File: config.mk
export PLATFORM = sky130hd
export DESIGN_NAME = boolfn_eval_sched
export DESIGN_NICKNAME = d
export VERILOG_FILES = /design/src/rtl/boolfn_pkg.sv /design/src/rtl/boolfn_core.sv /design/src/rtl/boolfn_eval_sched.sv
export SDC_FILE = /design/constraint.sdc
export NUM_CORES = 1
export LEC_CHECK = 0
export ABC_AREA = 0
export BUFFER_PORTS_ARGS = -buffer_cell sky130_fd_sc_hd__buf_2
export CAP_MARGIN = 10
export CORE_MARGIN = 2
export CORE_UTILIZATION = 38
export DETAILED_ROUTE_END_ITERATION = 7
export PLACE_DENSITY = 0.65
export SLEW_MARGIN = 25
export SYNTH_ARGS = -nofsm -noshare
export SYNTH_HDL_FRONTEND = slang
export SYNTH_HIERARCHICAL = 1
export SYNTH_SLANG_ARGS = --single-unit
File: constraint.sdc
create_clock -name clk -period 2.2 [get_ports clk]
set_clock_uncertainty 0.1 [all_clocks]
set_input_delay 0.11 -clock clk [delete_from_list [all_inputs] [get_ports clk]]
set_output_delay 0.11 -clock clk [all_outputs]
set_load 0.01 [all_outputs]
File: src/rtl/boolfn_pkg.sv
// Shared types and constants for the shared Boolean evaluator and its scheduler.
// The evaluator returns 1 when at most one of its three inputs is set.
package boolfn_pkg;

    typedef logic [2:0] abc_t;

    localparam logic [7:0] TT_EXPECTED = 8'h17;

    typedef enum logic [0:0] {
        ST_ARB   = 1'b0,
        ST_SWEEP = 1'b1
    } sched_state_e;

endpackage

File: src/rtl/boolfn_core.sv
// Combinational evaluator y = a'b'c' + b'c' + a'c' + a'b'.
// This reduces to "no two inputs are high at the same time".
module boolfn_core (
    input  logic a,
    input  logic b,
    input  logic c,
    output logic y
);

    assign y = ~((a & b) | (a & c) | (b & c));

endmodule

File: src/rtl/boolfn_eval_sched.sv
// Round-robin scheduler that shares one boolfn_core among NREQ requesters.
// It also holds an 8-code sweep sequencer that captures the evaluator's truth table.
module boolfn_eval_sched
    import boolfn_pkg::*;
#(
    parameter int NREQ = 4,
    parameter int IDW  = $clog2(NREQ)
) (
    input  logic              clk,
    input  logic              rst_n,
    input  logic [NREQ-1:0]   req_valid,
    input  logic [3*NREQ-1:0] req_abc,
    output logic [NREQ-1:0]   req_ready,
    output logic              rsp_valid,
    input  logic              rsp_ready,
    output logic              rsp_y,
    output logic [IDW-1:0]    rsp_id,
    output logic [2:0]        rsp_abc,
    input  logic              sweep_start,
    output logic              sweep_busy,
    output logic              sweep_done,
    output logic [7:0]        truth_table
);

    sched_state_e   state_reg;
    logic [IDW-1:0] ptr_reg;
    abc_t           sweep_idx_reg;
    logic [7:0]     tt_reg;
    logic           rsp_valid_reg;
    logic           rsp_y_reg;
    logic [IDW-1:0] rsp_id_reg;
    abc_t           rsp_abc_reg;
    logic           sweep_done_reg;

    abc_t           req_abc_arr [2**IDW];
    logic [IDW:0]   pick;
    logic           pick_found;
    logic [IDW-1:0] win_idx;
    logic           slot_free;
    logic           grant;
    abc_t           eval_abc;
    logic           eval_y;

    // First valid requester after ptr, wrapping modulo NREQ; MSB flags a hit.
    function automatic logic [IDW:0] rr_pick(input logic [NREQ-1:0] valid,
                                             input logic [IDW-1:0]  ptr);
        logic           found;
        logic [IDW-1:0] idx;
        found = 1'b0;
        idx   = '0;
        for (int j = 1; j <= NREQ; j++) begin
            int cand;
            cand = (int'(ptr) + j) % NREQ;
            if (!found && valid[cand]) begin
                found = 1'b1;
                idx   = IDW'(cand);
            end
        end
        return {found, idx};
    endfunction

    // Unused slots of the power-of-two operand table read as zero.
    for (genvar gi = 0; gi < 2**IDW; gi++) begin : g_abc
        if (gi < NREQ) begin : g_used
            assign req_abc_arr[gi] = req_abc[3*gi +: 3];
        end else begin : g_pad
            assign req_abc_arr[gi] = '0;
        end
    end

    assign pick       = rr_pick(req_valid, ptr_reg);
    assign pick_found = pick[IDW];
    assign win_idx    = pick[IDW-1:0];
    assign slot_free  = !rsp_valid_reg || rsp_ready;
    // A sweep request wins over any pending request in the same cycle.
    assign grant      = rst_n && (state_reg == ST_ARB) && !sweep_start && slot_free && pick_found;

    for (genvar gi = 0; gi < NREQ; gi++) begin : g_ready
        assign req_ready[gi] = grant && (win_idx == IDW'(gi));
    end

    assign eval_abc = (state_reg == ST_SWEEP) ? sweep_idx_reg : req_abc_arr[win_idx];

    boolfn_core u_core (
        .a (eval_abc[2]),
        .b (eval_abc[1]),
        .c (eval_abc[0]),
        .y (eval_y)
    );

    always_ff @(posedge clk or negedge rst_n) begin
        if (!rst_n) begin
            state_reg      <= ST_ARB;
            ptr_reg        <= IDW'(NREQ - 1);
            sweep_idx_reg  <= '0;
            tt_reg         <= '0;
            rsp_valid_reg  <= 1'b0;
            rsp_y_reg      <= 1'b0;
            rsp_id_reg     <= '0;
            rsp_abc_reg    <= '0;
            sweep_done_reg <= 1'b0;
        end else begin
            sweep_done_reg <= 1'b0;

            if (grant) begin
                rsp_valid_reg <= 1'b1;
                rsp_y_reg     <= eval_y;
                rsp_id_reg    <= win_idx;
                rsp_abc_reg   <= eval_abc;
                ptr_reg       <= win_idx;
            end else if (rsp_ready) begin
                rsp_valid_reg <= 1'b0;
            end

            case (state_reg)
                ST_ARB: begin
                    if (sweep_start) begin
                        state_reg     <= ST_SWEEP;
                        tt_reg        <= '0;
                        sweep_idx_reg <= '0;
                    end
                end
                ST_SWEEP: begin
                    tt_reg[sweep_idx_reg] <= eval_y;
                    sweep_idx_reg         <= sweep_idx_reg + 3'd1;
                    if (sweep_idx_reg == 3'd7) begin
                        state_reg      <= ST_ARB;
                        sweep_done_reg <= 1'b1;
                    end
                end
                default: state_reg <= ST_ARB;
            endcase
        end
    end

    assign rsp_valid   = rsp_valid_reg;
    assign rsp_y       = rsp_y_reg;
    assign rsp_id      = rsp_id_reg;
    assign rsp_abc     = rsp_abc_reg;
    assign sweep_busy  = (state_reg == ST_SWEEP);
    assign sweep_done  = sweep_done_reg;
    assign truth_table = tt_reg;

endmodule

# Word-level counts from Yosys, hierarchy flattened
# Cells that the tools add are included.
[totals] regBits=22 in_bits=20 out_inout_bits=21
[op_classes] addsub=5 n_lt_le_gt_ge=7 n_eq_ne=5 mux=38 n_bitwise=12 n_reduce_logical=24
[ops] cell="$lt 3x4->1 const B" n=5
[ops] cell="$mux 1" n=19
[ops] cell="$pmux 8 s2" n=1
[ops] cell="$logic_and 1x1->1" n=12
[ops] cell="$mux 3" n=4
[ops] cell="$bmux 1 s2" n=4
[ops] cell="$bwmux 8" n=1
[ops] cell="$mux 2" n=4
[ops] cell="$mux 8" n=1
[ops] cell="$reduce_or 2->1" n=4
[ops] cell="$bmux 3 s2" n=1
[ops] cell="$pmux 3 s2" n=1
[ops] cell="$logic_not 1->1" n=5
[ops] cell="$add 2x1->2 const B" n=2
[ops] cell="$add 2x2->2 const B" n=2
[ops] cell="$and 1x1->1 const A" n=4
[ops] cell="$eq 2x2->1 const B" n=2
[ops] cell="$add 3x1->3 const B" n=1
[ops] cell="$and 1x1->1" n=3
[ops] cell="$demux 1 s3" n=1
[ops] cell="$eq 3x3->1 const B" n=1
[ops] cell="$ge 3x1->1 const B" n=1
[ops] cell="$ge 3x3->1 const B" n=1
[ops] cell="$not 2->3" n=1
[ops] cell="other kinds (8)" n=10

# Depth between registers and ports, before layout
[logic_depth] ltp_word=27 ltp_mapped=10

# Modules after synthesis
# The synthesis kept the hierarchy.
[modules_own_cells] mod="boolfn_eval_sched" n_inst=1 cells_per_inst=147 area_each_um2=1342.5
[modules_own_cells] mod="boolfn_core" n_inst=1 cells_per_inst=2 area_each_um2=12.5

# Worst setup path after synthesis
# Ideal clock, no wire load.
[synth_path] path_type="register to register" start="reg ptr_reg[1]" end="reg rsp_y_reg, in the netlist rsp_y" setup_ns=0.129 t_arrival_ns=2.057 required_time_ns=1.971 path_slack_ns=-0.086 stages_incl_launch_ff=10 synth_period_minus_slack_ns=2.286 cell_sequence="dfstp_2 > mux2i_1 > o22ai_2 > a21oi_2 > mux2_4 > a31oi_1 > a21o_1 > o21ai_0 > inv_1 > o21ai_0"
[synth_between] elab_chain_len=23 elab_cells_between_ends=42 cone_classes="add/sub: 4; mux: 24; bitwise: 7; reduce/logical: 7"
[synth_lines] element="from (decl)" line="boolfn_eval_sched.sv:26" text="logic [IDW-1:0] ptr_reg;"
[synth_lines] element="from (signal assigned)" line="boolfn_eval_sched.sv:94" text="ptr_reg <= IDW'(NREQ - 1);"
[synth_lines] element="from (signal assigned)" line="boolfn_eval_sched.sv:110" text="ptr_reg <= win_idx;"
[synth_lines] element="$add 2x1->2" line="boolfn_eval_sched.sv:53" text="cand = (int'(ptr) + j) % NREQ;"
[synth_lines] element="$bmux 1 s2" line="boolfn_eval_sched.sv:54" text="if (!found && valid[cand]) begin"
[synth_lines] element="$mux 1 (implied by the code) (2 in series)" line="boolfn_eval_sched.sv:54"
[synth_lines] element="$mux 1" line="boolfn_eval_sched.sv:54"
[synth_lines] element="$logic_not 1->1" line="boolfn_eval_sched.sv:54"
[synth_lines] element="$logic_and 1x1->1" line="boolfn_eval_sched.sv:54"
[synth_lines] element="$mux 1" line="boolfn_eval_sched.sv:54"
[synth_lines] element="$logic_not 1->1" line="boolfn_eval_sched.sv:54"
[synth_lines] element="[... 7 more ...]"
[synth_lines] element="$mux 3 (implied by the code) (*) (2 in series)" line="boolfn_eval_sched.sv:82" text="assign eval_abc = (state_reg == ST_SWEEP) ? sweep_idx_reg : req_abc_arr[win_idx];"
[synth_lines] element="$mux 3 (*)" line="boolfn_eval_sched.sv:82"
[synth_lines] element="net eval_abc[0]" line="boolfn_eval_sched.sv:41" text="abc_t eval_abc;"
[synth_lines] element="$and 1x1->1" line="boolfn_core.sv:10" text="assign y = ~((a & b) | (a & c) | (b & c));"
[synth_lines] element="$or 1x1->1" line="boolfn_core.sv:10"
[synth_lines] element="$or 1x1->1 (*)" line="boolfn_core.sv:10"
[synth_lines] element="$not 1->1 (*)" line="boolfn_core.sv:10"
[synth_lines] element="net eval_y" line="boolfn_eval_sched.sv:42" text="logic eval_y;"
[synth_lines] element="to (signal assigned)" line="boolfn_eval_sched.sv:107" text="rsp_y_reg <= eval_y;"
[synth_lines] element="to (decl)" line="boolfn_eval_sched.sv:30" text="logic rsp_y_reg;"
# The timed path passes the listed nets; every way through them passes the cells marked *. The select of a mux whose other input is x is not followed.
# A chain may end at the register's enable or synchronous reset.

# Worst setup path in the final report
[layout_path] start="reg ptr_reg[1]" end="reg tt_reg[1], in the netlist truth_table[1]"
[layout_between] elab_chain_len=25 elab_cells_between_ends=42 cone_classes="add/sub: 4; mux: 25; bitwise: 7; reduce/logical: 6"
[layout_lines] element="$add 2x1->2" line="boolfn_eval_sched.sv:53"
[layout_lines] element="$bmux 1 s2" line="boolfn_eval_sched.sv:54"
[layout_lines] element="$mux 1 (implied by the code) (2 in series)" line="boolfn_eval_sched.sv:54"
[layout_lines] element="$mux 1" line="boolfn_eval_sched.sv:54"
[layout_lines] element="$logic_not 1->1" line="boolfn_eval_sched.sv:54"
[layout_lines] element="$logic_and 1x1->1" line="boolfn_eval_sched.sv:54"
[layout_lines] element="$mux 1" line="boolfn_eval_sched.sv:54"
[layout_lines] element="$logic_not 1->1" line="boolfn_eval_sched.sv:54"
[layout_lines] element="[... 10 more ...]"
[layout_lines] element="net eval_abc[0]" line="boolfn_eval_sched.sv:41"
[layout_lines] element="$and 1x1->1" line="boolfn_core.sv:10"
[layout_lines] element="$or 1x1->1" line="boolfn_core.sv:10"
[layout_lines] element="$or 1x1->1 (*)" line="boolfn_core.sv:10"
[layout_lines] element="$not 1->1 (*)" line="boolfn_core.sv:10"
[layout_lines] element="net eval_y" line="boolfn_eval_sched.sv:42"
[layout_lines] element="$bwmux 8 (*)" line="boolfn_eval_sched.sv:124" text="tt_reg[sweep_idx_reg] <= eval_y;"
[layout_lines] element="$pmux 8 s2 (*)" line="boolfn_eval_sched.sv:115" text="case (state_reg)"
[layout_lines] element="to (signal, indexed assignment)" line="boolfn_eval_sched.sv:124"
[layout_lines] element="to (decl)" line="boolfn_eval_sched.sv:28" text="logic [7:0] tt_reg;"
# Marks and branches as above.

==> summary.txt <==
Routing
  – WL met3: 166 um
  – Initial DRC Count: 109
  – DRT Pass-1 Iters: 4
  – WL final: 3.709 mm
  – Average wire per standard cell: 14.78 um
  – Via count: 1340
  – Final ANT Viol Nets: 0
  – Wl on met1: 1.768 mm
  – Vias per std cell: 5.339
  – Drt drc: 0
  – Met2 wire length: 1.756 mm
  – Highest Signal Layer: met4

Global route
  – Antenna violations before repair: 0
  – First-pass GRT wire length: 6.492 mm
  – GRT Total Usage: 0.1973
  – Grt total ovfl: 0
  – Vias in the first global route: 1321
  – Largest net degree at the start of global routing: 15

Floorplan
  – Die width: 63.72 um
  – DIE AREA: 4060 um2
  – Die height: 63.72 um
  – Core Region: 3390 um2
  – Starting Density: 0.3998
  – Site row count: 21
  – Ports: 41

Place
  – Placed inst area: 1680 um2
  – Port-buffer cells: 40
  – GP Congestion: 0.8618
  – Post-DP HPWL: 2.645 mm

STA
  – Normalized max-slew margin: 0.7297
  – Final hold vios: 0
  – RSZ-0062 raised after global routing: yes
  – Tcrit/Tclk final: 1.088
  – Worst slew pin tran: 0.4047 ns
  – Endpoints failing setup: 9
  – Tmin final: 2.394 ns
  – Max Slew Vio Count: 0
  – Final worst slack: -0.1943 ns
  – Fmax: 417.7 MHz

CTS
  – Total clock sinks: 22
  – Clock tree root driver cell: clkbuf_4
  – CTS buffer count: 3
  – Worst-Skew Late Latency: 0.31 ns
  – CTS tree: built
  – Worst-path clk slew: 0.13 ns
  – H-Tree Level Count: 1
  – Clk buf depth: 2

Finish
  – N_diodes: 0
  – Design area: 1863 um2
  – Commonest cells after routing, fill and taps aside: buf_2 (40), dfrtp_1 (20), nor2_1 (16), buf_4 (16), nand3_1 (12)
  – Ratio of cells with drive above 1 in the final layout: 0.4488
  – Post-layout util: 0.5496
  – Fill count: 304
  – Area grow syn2layout: 37.49%
  – Nets@finish: 228
  – Max FFs per register: 8
  – Most common cell after layout, fill and taps aside: buf_2

Flow run
  – Max Cap Viol: 0

Worst setup path
  – Worst path slowest cell: dfstp_2
  – Critical path launch point type: flip-flop
  – Crit path largest cell delay: 0.60 ns
  – Worst flop-to-flop path startpoint: ptr_reg[1]$_DFFE_PN1P_
  – Critical path class: flip-flop to flip-flop
  – CP required: 2.35 ns
  – WP data arrival: 2.55 ns
  – Crit path capture type: flip-flop
  – CP most frequent cell: buf_4
  – Crit-path max FO: 4
  – CP startpoint: ptr_reg[1]$_DFFE_PN1P_
  – CP cell instances: mux2i_1 > o22ai_2 > a21oi_4 > buf_4 > nand3b_1 > a31oi_4 > buf_4 > o21ai_4 > clkinvlp_4 > o21ai_1

Worst hold path
  – Min-delay src: rsp_ready
  – HP Class: input pin to flip-flop

Power
  – Pwr dens: 1455 nW/um2
  – Peak supply drop: 585.3 uV
  – P_leak: 0.0008714 uW

Synth
  – EDFF count, synth: 0
  – Post-synthesis sequential area ratio: 0.4081
  – Synth area leaders: dfrtp_1 (37%), o21ai_0 (5.9%), nand3_1 (4.4%), nor2_1 (4.4%), dfstp_2 (3.9%)
  – Post-synth net total: 171
  – Area fraction of the dominant cell type after synthesis: 0.3693
  – Yosys reg bits: 22
  – Post-Syn Area: 1355 um2
  – Synth Instances: 149
  – Yosys top cell by area: dfrtp_1
  – Ys async rst share: 1.000
  – Distinct cells, synth: 47
  – Syn. warnings: 6
  – Main synth FF type: dfrtp_1
  – Synth Area per Inst: 9.094 um2

Run status
  – Status: finished with violations
  – Failing checks: setup timing
[critical path, delay by kind of cell, from the launching register on]
family / cells / cell delay [ns]
and+or+nand+nor: 1 / 0.19
muxes: 1 / 0.22
AOI/OAI and AO/OA: 5 / 0.77
buffers and inverters: 3 / 0.47
DFF: 1 / 0.60
[cell type report]
class                      instances  area (um2)  share of cell area
clock buffer                       3       22.52             0.01209
timing repair inverter             1       7.507            0.004030
sequential                        22       553.0              0.2968
multi-input combinational        114       809.5              0.4345
tap                               46       57.56             0.03089
inverter                           5       21.27             0.01142
clock inverter                     1       30.03             0.01612
timing repair buffer              59       361.6              0.1941
[synth_stat cells, types with 3 or more instances]
master,number
a21oi_1,4
a22o_1,3
a31oi_1,6
clkbuf_1,3
dfrtp_1,20
inv_1,4
nand2_1,9
nand3_1,12
nand3b_1,4
nor2_1,16
nor2b_1,6
o21ai_0,16
[cells by family (layout without fill, tap and decap cells)]
group,after synthesis,after routing,share of synthesized area
AO/OA/AOI/OAI,46,46,0.2475
adder cells (fa/ha/maj),2,2,0.01846
buffers and inverters,13,69,0.04800
flip-flops,22,22,0.4081
multiplexers,4,4,0.03786
AND/OR/NAND/NOR,62,62,0.2401
[layer usage]
| metal | vias up | global-route usage |
|---|---|---|
| met4 | 0 | 0.04076 |
| li1 | 657 | - |
| met5 | - | 0 |
| met3 | 2 | 0.03571 |
| met2 | 34 | 0.3105 |
| met1 | 647 | 0.2828 |
[power by group]
part           total (uW)  switching [uW]  internal [uW]
Combinational        1610             849            757
Clock                 309             125            184
Sequential            795             197            598
[final timing paths]
path,endpoint,slack [ns],cells after the start
worst min-delay path,rsp_valid$_DFFE_PN0P_,0.03,3
max in group asynchronous,truth_table[2]$_DFFE_PN0P_,1.43,3
worst min register to register,rsp_id[1]$_DFFE_PN0P_,0.40,2
min in group asynchronous,rsp_abc[0]$_DFFE_PN0P_,0.10,2
worst max register to register,truth_table[1]$_DFFE_PN0P_,-0.19,10
worst max-delay path,truth_table[1]$_DFFE_PN0P_,-0.19,10
[metrics by stage]
stage	power, uW	worst slack [ns]	setup TNS [ns]	instances	hold WS [ns]
floorplan	1669	0.02521	0	149	-0.2856
global placement	2077	-0.05244	-0.4301	237	-0.1149
detailed placement	2123	-0.1255	-0.9850	237	-0.1058
CTS	2653	-0.1576	-1.282	249	0.01274
global route	2931	-0.3146	-2.840	251	0.02308
finish	2710	-0.1943	-1.607	251	0.02865
[timing repair]
| action | 4_1_cts | 5_1_grt |
|---|---|---|
| hold buffers | 1 | 0 |
| setup endpoints to repair | 12 | 13 |
| endpoints found under the hold margin | 22 | 0 |
| setup buffers | 6 | 2 |
| pin swaps | 4 | 3 |
| cloned | 1 | 0 |
| resized for setup | 10 | 7 |
Note: power is estimated with default switching activity, not from simulation.
